$ cat src/rtl/v_issue_pkg.sv
// rtl/v_issue_pkg.sv - shared types and opcode helpers for the vector instruction issue queue
package v_issue_pkg;

    localparam logic [6:0] OPC_VLOAD  = 7'b0000111;
    localparam logic [6:0] OPC_VSTORE = 7'b0100111;

    typedef struct packed {
        logic [31:0] instr;
        logic [31:0] rs1;
        logic [31:0] rs2;
    } v_issue_entry_t;

    function automatic logic is_load(input logic [31:0] instr);
        return instr[6:0] == OPC_VLOAD;
    endfunction

    function automatic logic is_store(input logic [31:0] instr);
        return instr[6:0] == OPC_VSTORE;
    endfunction

endpackage

$ cat src/rtl/v_issue_fifo.sv
// rtl/v_issue_fifo.sv - circular buffer of issue entries with occupancy count
module v_issue_fifo
    import v_issue_pkg::*;
#(
    parameter int DEPTH = 4
) (
    input  logic           clk,
    input  logic           rstn,
    input  logic           push_i,
    input  logic           pop_i,
    input  v_issue_entry_t wdata_i,
    output v_issue_entry_t rdata_o,
    output logic           full_o,
    output logic           empty_o
);

    localparam int PTR_W = $clog2(DEPTH);

    logic [PTR_W-1:0] rptr_q, rptr_d;
    logic [PTR_W-1:0] wptr_q, wptr_d;
    logic [PTR_W:0]   count_q, count_d;
    v_issue_entry_t   mem_q [DEPTH];

    // Storage is not reset: an empty queue masks the head to zero, so stale data never leaks.
    always_ff @(posedge clk) begin
        if (push_i) begin
            mem_q[wptr_q] <= wdata_i;
        end
    end

    always_comb begin
        rptr_d  = rptr_q;
        wptr_d  = wptr_q;
        count_d = count_q;
        if (push_i) begin
            wptr_d = wptr_q + PTR_W'(1);
        end
        if (pop_i) begin
            rptr_d = rptr_q + PTR_W'(1);
        end
        if (push_i && !pop_i) begin
            count_d = count_q + (PTR_W+1)'(1);
        end else if (!push_i && pop_i) begin
            count_d = count_q - (PTR_W+1)'(1);
        end
    end

    always_ff @(posedge clk or negedge rstn) begin
        if (!rstn) begin
            rptr_q  <= '0;
            wptr_q  <= '0;
            count_q <= '0;
        end else begin
            rptr_q  <= rptr_d;
            wptr_q  <= wptr_d;
            count_q <= count_d;
        end
    end

    assign full_o  = (count_q == (PTR_W+1)'(DEPTH));
    assign empty_o = (count_q == '0);
    assign rdata_o = empty_o ? '0 : mem_q[rptr_q];

endmodule

$ cat src/rtl/v_instr_issue_queue.sv
// rtl/v_instr_issue_queue.sv - vector instruction decoupling queue with load/store outstanding tracking
module v_instr_issue_queue
    import v_issue_pkg::*;
#(
    parameter int DEPTH           = 4,
    parameter int MAX_OUTSTANDING = 15
) (
    input  logic        clk,
    input  logic        rstn,
    input  logic        instr_valid_i,
    input  logic [31:0] instr_i,
    input  logic [31:0] rs1_i,
    input  logic [31:0] rs2_i,
    output logic        stall_o,
    output logic [31:0] vector_instr_o,
    output logic [31:0] rs1_o,
    output logic [31:0] rs2_o,
    input  logic        vector_stall_i,
    input  logic        v_load_done_i,
    input  logic        v_store_done_i,
    output logic        all_v_loads_executed_o,
    output logic        all_v_stores_executed_o,
    output logic        err_o
);

    localparam int               CNT_W   = $clog2(MAX_OUTSTANDING + 1);
    localparam logic [CNT_W-1:0] MAX_CNT = CNT_W'(MAX_OUTSTANDING);

    logic           push, pop, full, empty;
    logic           push_ld, push_st;
    v_issue_entry_t wr_entry, head;

    logic [CNT_W-1:0] ld_cnt_q, ld_cnt_d;
    logic [CNT_W-1:0] st_cnt_q, st_cnt_d;
    logic             err_q, err_d;

    // A full queue stalls even when the head pops this cycle; there is no full-bypass.
    assign stall_o = full
                   || ((ld_cnt_q == MAX_CNT) && is_load(instr_i))
                   || ((st_cnt_q == MAX_CNT) && is_store(instr_i));

    assign push    = instr_valid_i && !stall_o;
    assign pop     = !empty && !vector_stall_i;
    assign push_ld = push && is_load(instr_i);
    assign push_st = push && is_store(instr_i);

    assign wr_entry = '{instr: instr_i, rs1: rs1_i, rs2: rs2_i};

    v_issue_fifo #(
        .DEPTH (DEPTH)
    ) u_fifo (
        .clk     (clk),
        .rstn    (rstn),
        .push_i  (push),
        .pop_i   (pop),
        .wdata_i (wr_entry),
        .rdata_o (head),
        .full_o  (full),
        .empty_o (empty)
    );

    always_comb begin
        ld_cnt_d = ld_cnt_q;
        st_cnt_d = st_cnt_q;
        err_d    = err_q
                 | (v_load_done_i  && (ld_cnt_q == '0))
                 | (v_store_done_i && (st_cnt_q == '0));
        if (push_ld && !v_load_done_i) begin
            ld_cnt_d = ld_cnt_q + CNT_W'(1);
        end else if (!push_ld && v_load_done_i && (ld_cnt_q != '0)) begin
            ld_cnt_d = ld_cnt_q - CNT_W'(1);
        end
        if (push_st && !v_store_done_i) begin
            st_cnt_d = st_cnt_q + CNT_W'(1);
        end else if (!push_st && v_store_done_i && (st_cnt_q != '0)) begin
            st_cnt_d = st_cnt_q - CNT_W'(1);
        end
    end

    always_ff @(posedge clk or negedge rstn) begin
        if (!rstn) begin
            ld_cnt_q <= '0;
            st_cnt_q <= '0;
            err_q    <= 1'b0;
        end else begin
            ld_cnt_q <= ld_cnt_d;
            st_cnt_q <= st_cnt_d;
            err_q    <= err_d;
        end
    end

    assign vector_instr_o          = head.instr;
    assign rs1_o                   = head.rs1;
    assign rs2_o                   = head.rs2;
    assign all_v_loads_executed_o  = (ld_cnt_q == '0);
    assign all_v_stores_executed_o = (st_cnt_q == '0);
    assign err_o                   = err_q;

endmodule

$ cat config.mk
export PLATFORM = sky130hd
export DESIGN_NAME = v_instr_issue_queue
export DESIGN_NICKNAME = d
export VERILOG_FILES = /design/src/rtl/v_issue_pkg.sv /design/src/rtl/v_issue_fifo.sv /design/src/rtl/v_instr_issue_queue.sv
export SDC_FILE = /design/constraint.sdc
export NUM_CORES = 1
export LEC_CHECK = 0
export ABC_AREA = 1
export CAP_MARGIN = 10
export CORE_MARGIN = 3
export CORE_UTILIZATION = 50
export CTS_CLUSTER_SIZE = 25
export DETAILED_ROUTE_END_ITERATION = 10
export PLACE_DENSITY = 0.76
export RECOVER_POWER = 25
export SYNTH_ARGS = -nofsm -noshare
export SYNTH_HDL_FRONTEND = slang
export SYNTH_SLANG_ARGS = --single-unit
$ cat constraint.sdc
create_clock -name clk -period 5.5 [get_ports clk]
set_input_delay 1.65 -clock clk [delete_from_list [all_inputs] [get_ports clk]]
set_output_delay 1.65 -clock clk [all_outputs]
set_load 0.02 [all_outputs]
* Yosys cells after proc, flatten, opt, wreduce, memory -nomap -nowiden
Memory sizes are Yosys's and may differ from the RTL's. Index checks and enable logic that the tools add are counted.
Cells by class: add/sub/neg operators 8, equal/unequal tests 5, multiplexer cells 9, bitwise logic cells 2, reductions and logical operators 35
Operators by type and width (count):
- $mux W96 | 1
- $logic_and A1 B1 Y1 | 16
- $mux W4 | 4
- $logic_not A1 Y1 | 9
- $add A4 B1 Y4 const B | 2
- $eq A4 B4 Y1 const B | 2
- $logic_not A4 Y1 | 2
- $reduce_bool A4 Y1 | 2
- $sub A4 B1 Y4 const B | 2
- $eq A7 B3 Y1 const B | 1
- $eq A7 B6 Y1 const B | 1
- $mux W3 | 2
- $reduce_bool A2 Y1 | 3
- $add A2 B1 Y2 const B | 2
- $add A3 B1 Y3 const B | 1
- $eq A3 B3 Y1 const B | 1
- $logic_not A3 Y1 | 1
- $sub A3 B1 Y3 const B | 1
- $logic_or A1 B1 Y1 | 2
- $mux W1 | 2
- $or A1 B1 Y1 | 2
Word-level totals: bits in registers 16, RAM bits 384, bits of input ports 102, word-level logic and storage cells 66, memories kept 1
Memories:
- u_fifo.mem_q | words 4, width 96, rd ports 1, clocked after memory_dff 0, write ports 1, line v_issue_fifo.sv:22 | v_issue_entry_t mem_q [DEPTH];

* Logic depth before layout (Yosys ltp)
depth after elaboration 12, gate-level depth with buffers 16

* Hierarchy
From an unflattened synthesis, not the netlist that was laid out.
Unflattened totals: cells, all modules 1661, area, all modules 17495.5 um^2
By module, submodules not included:
- v_issue_fifo | times used 1, cells each 1563, area each 16662.2 um^2
- v_instr_issue_queue | times used 1, cells each 98, area each 833.3 um^2

* Worst setup path before layout
No wires, ideal clock.
kind in2reg, start point input port instr_i[3], end point memory u_fifo.mem_q[0][0] in the netlist's numbering, enable pin, library setup time 0.551 ns, arrival 6.307 ns, slack -1.359 ns, cell stages on the path 8, cells stage by stage inv_1 > nand2_1 > nor2_4 > nand3_2 > nand3_4 > nor2_8 > inv_1 > nor2_1
Between the ends: word-level cells in the longest chain between the ends 8, elaborated cells between the ends (all ways) 10
RTL lines:
- start, declared | line v_instr_issue_queue.sv:11 | input logic [31:0] instr_i,
- $eq A7 B3 Y1 | line v_issue_pkg.sv:14 | return instr[6:0] == OPC_VLOAD;
- $logic_and A1 B1 Y1 | line v_instr_issue_queue.sv:39 | || ((ld_cnt_q == MAX_CNT) && is_load(instr_i))
- $logic_or A1 B1 Y1 | line v_instr_issue_queue.sv:39
- $logic_or A1 B1 Y1 * | line v_instr_issue_queue.sv:40 | || ((st_cnt_q == MAX_CNT) && is_store(instr_i));
- via stall_o | line v_instr_issue_queue.sv:14 | output logic stall_o,
- $logic_not A1 Y1 * | line v_instr_issue_queue.sv:42 | assign push = instr_valid_i && !stall_o;
- $logic_and A1 B1 Y1 * | line v_instr_issue_queue.sv:42
- via push | line v_instr_issue_queue.sv:29 | logic push, pop, full, empty;
- $mux W1 * | line v_issue_fifo.sv:26 | if (push_i) begin
- $mux W1 (implied by the code) * | line v_issue_fifo.sv:27 | mem_q[wptr_q] <= wdata_i;
- end, declared | line v_issue_fifo.sv:22
Mark *: on every way through the listed nets, which the timed path passes. The rest lies on a longest branch.

* Worst setup path after layout
start point input port instr_i[3], end point output port stall_o
Between the ends: word-level cells in the longest chain between the ends 4, elaborated cells between the ends (all ways) 6
RTL lines (line):
- $eq A7 B3 Y1 | v_issue_pkg.sv:14
- $logic_and A1 B1 Y1 | v_instr_issue_queue.sv:39
- $logic_or A1 B1 Y1 | v_instr_issue_queue.sv:39
- $logic_or A1 B1 Y1 * | v_instr_issue_queue.sv:40
- end, declared | v_instr_issue_queue.sv:14
Every way passes the cells marked *; elsewhere a longest branch is shown, timed or not.

==> impl_metrics.json <==
{
  "cp.arrival_ns": 3.41,
  "yosys.area.top_type": "edfxtp_1",
  "internal-power_mw": 7.52,
  "drive_gt1_share_pct": 7.27,
  "maxSlewViolCount": 0,
  "post_cts_buffers": 0,
  "power_mw": 11.9,
  "tns_ns": 0,
  "syn_inst": 1267,
  "syn-cell-area_um2": 15900,
  "wirelength_um": 34700,
  "cts-buffers-inserted": 41,
  "drt_iter0_markers": 858,
  "p_switching_mw": 4.43,
  "max_slew_margin_pct": 30.3,
  "seqPwrFrac_pct": 36.0,
  "via_count": 10200,
  "powerDensity_nw_per_um2": 607,
  "fp.dieW_um": 184,
  "drtAntennaViolNets": 0,
  "min_period_ns": 5.06,
  "post-route-util_pct": 63.5,
  "worstMarginPinSlew_ns": 1.04,
  "fin_crit_sh_pct": 92.1,
  "rsz0062_at_grt": "false",
  "synth_top_cells_by_area": "edfxtp_1, nor2_1, o21ai_0",
  "power_frac_comb_pct": 42.3,
  "antenna_found_initial": 5,
  "fin_worst_skew_ns": 0.0121,
  "async_flop_share_pct": 4.00,
  "cts_tree": "done",
  "routed_via_density": 5.40,
  "critPathLaunchType": "input port",
  "layout.cells.non_filler": 1885,
  "dieHeight_um": 184,
  "synth_most_common_cell": "nor2_1",
  "grt_pass1_wl_um": 53800,
  "ys_types": 31,
  "hp-class": "register to register",
  "port_buffers": 201,
  "r2r_setup_slack_ns": 2.62,
  "core_area_um2": 31000,
  "grt_max_degree": 153,
  "first_pass_iters": 5,
  "setup_viol": 0,
  "worstPathMaxFanout": 5,
  "dpl.hpwl_um": 19400,
  "clk_pin_slew_ns": 0.05,
  "cts_htree_levels": 2,
  "clk_path_buf_depth": 3,
  "ys_ff_latch": 400,
  "cap_violations": 0,
  "pwr-share-clk_pct": 21.7,
  "rows": 64,
  "crit_path_end_kind": "output pin",
  "yosys_warnings": 0,
  "dieArea_um2": 34000,
  "area_growth_pct": 23.6,
  "clkSinkCount": 400,
  "placed_cells": 1811,
  "root_buffer": "clkbuf_16",
  "place_ws_ns": 0.444,
  "p_leak_nw": 6.73,
  "synth.top_cell.area_share_pct": 72.4,
  "synth_edf_count": 384,
  "switching_share_pct": 37.1,
  "track_usage_pct": 20.2,
  "clock_latency_ns": 0.52,
  "grt_overflow": 0,
  "path_class": "input port to output pin",
  "wire_per_inst_um": 18.4,
  "initial_core_util_pct": 51.4,
  "cp.required_ns": 3.85,
  "ys.flop_type": "edfxtp_1",
  "grt_pass1_vias": 10200,
  "drc_errors": 0,
  "synthTopCellsByCount": "nor2_1, edfxtp_1, o21ai_0",
  "io_pins": 202,
  "yosysSeqAreaShare_pct": 74.9,
  "gp_congestion": 0.737,
  "outcome": "completed",
  "ctsHoldBuffers": 0,
  "hold_violations": 0,
  "post_cts.resized_instances": 0,
  "synth_nets": 1381,
  "syn-mean-instance-area_um2": 12.6,
  "fin_ws_ns": 0.435,
  "fin_nets": 1572,
  "fmax_ghz": 0.197,
  "ir_worst_vdd_mv": 0.443
}
## worst max-delay path, stage by stage
cell	delay (ns)
clkdlybuf4s50_1	0.50
inv_1	0.09
nand2_1	0.09
nor2_4	0.19
nand3_2	0.14
nand3_4	0.14
clkdlybuf4s50_1	0.63
## cells by family after synthesis
logic type / after synthesis / share of synthesized area, %
AO/OA/AOI/OAI: 296 / 9.34
XOR/XNOR: 9 / 0.495
adder cells (fa/ha/maj): 12 / 1.08
buffers and inverters: 97 / 2.54
flip-flops: 400 / 74.9
multiplexers: 1 / 0.0707
AND/OR/NAND/NOR: 452 / 11.6
## layout by cell type, fill, tap and decap left out, types with 7 or more instances in the layout
cell type and n:
o21ai_0 194, clkbuf_1 7, dfrtp_1 14, buf_4 15
clkbuf_16 43, nand2_1 28, inv_1 19, a21oi_1 100
ha_1 9, nor2_1 393, edfxtp_1 384, clkdlybuf4s50_1 144
dlygate4sd3_1 57, clkinv_1 7
## sequential cells by signal (all words and copies together) (netlist names)
register	cells
u_fifo.mem_q	384
ld_cnt_q	4
st_cnt_q	4
u_fifo.count_q	3
u_fifo.rptr_q	2
u_fifo.wptr_q	2
err_o	1
## per-stage QoR
stage | cell area (um^2) | hold WS [ns]
3_3_place_gp | 18400 | 0.473
4_1_cts | 19700 | 0.506
6_report | 19700 | 0.502
5_1_grt | 19700 | 0.530
3_5_place_dp | 18400 | 0.475
2_1_floorplan | 15900 | 0.487
## routing by layer
metal  vias to the layer above  global-route usage, %  part of all wire, %  routed length (um)
met3                        68                   3.69                  5.9                2060
met5                         -                      0                0.066                  23
met1                      4942                   26.0                   41               14100
met4                         4                   6.38                  2.5                 855
met2                       316                   35.2                   51               17600
li1                       4856                      -                    -                   -
## power by group through the flow
| stage | Clock, mW | Combinational (mW) | Sequential (mW) |
|---|---|---|---|
| finish | 2.59 | 5.06 | 4.30 |
| global route | 2.78 | 5.53 | 4.35 |
| CTS | 2.63 | 5.13 | 4.30 |
| detailed placement | 0 | 5.10 | 4.36 |
| global placement | 0 | 5.03 | 4.34 |
| floorplan | 0 | 2.98 | 4.31 |
## final cells by class
cell class,count,area [um^2]
clock buffer,55,1170
fill,2228,11300
antenna,3,7.51
inverter,23,90.1
clock inverter,16,105
tap,396,495
multi-input combinational,770,3630
timing repair buffer,222,2240
sequential,400,11900
## worst paths after layout
check                             startpoint                end  depth (start not counted)
setup / recovery                  instr_i[3]            stall_o                          7
hold / removal                         err_o              err_o                          1
setup reg to reg           u_fifo.count_q[0]  u_fifo.count_q[2]                         10
hold reg to reg                        err_o              err_o                          1
max in group asynchronous               rstn   u_fifo.rptr_q[0]                          1
min in group asynchronous               rstn   u_fifo.rptr_q[1]                          1
No activity file was read; power rests on OpenSTA's default activity.
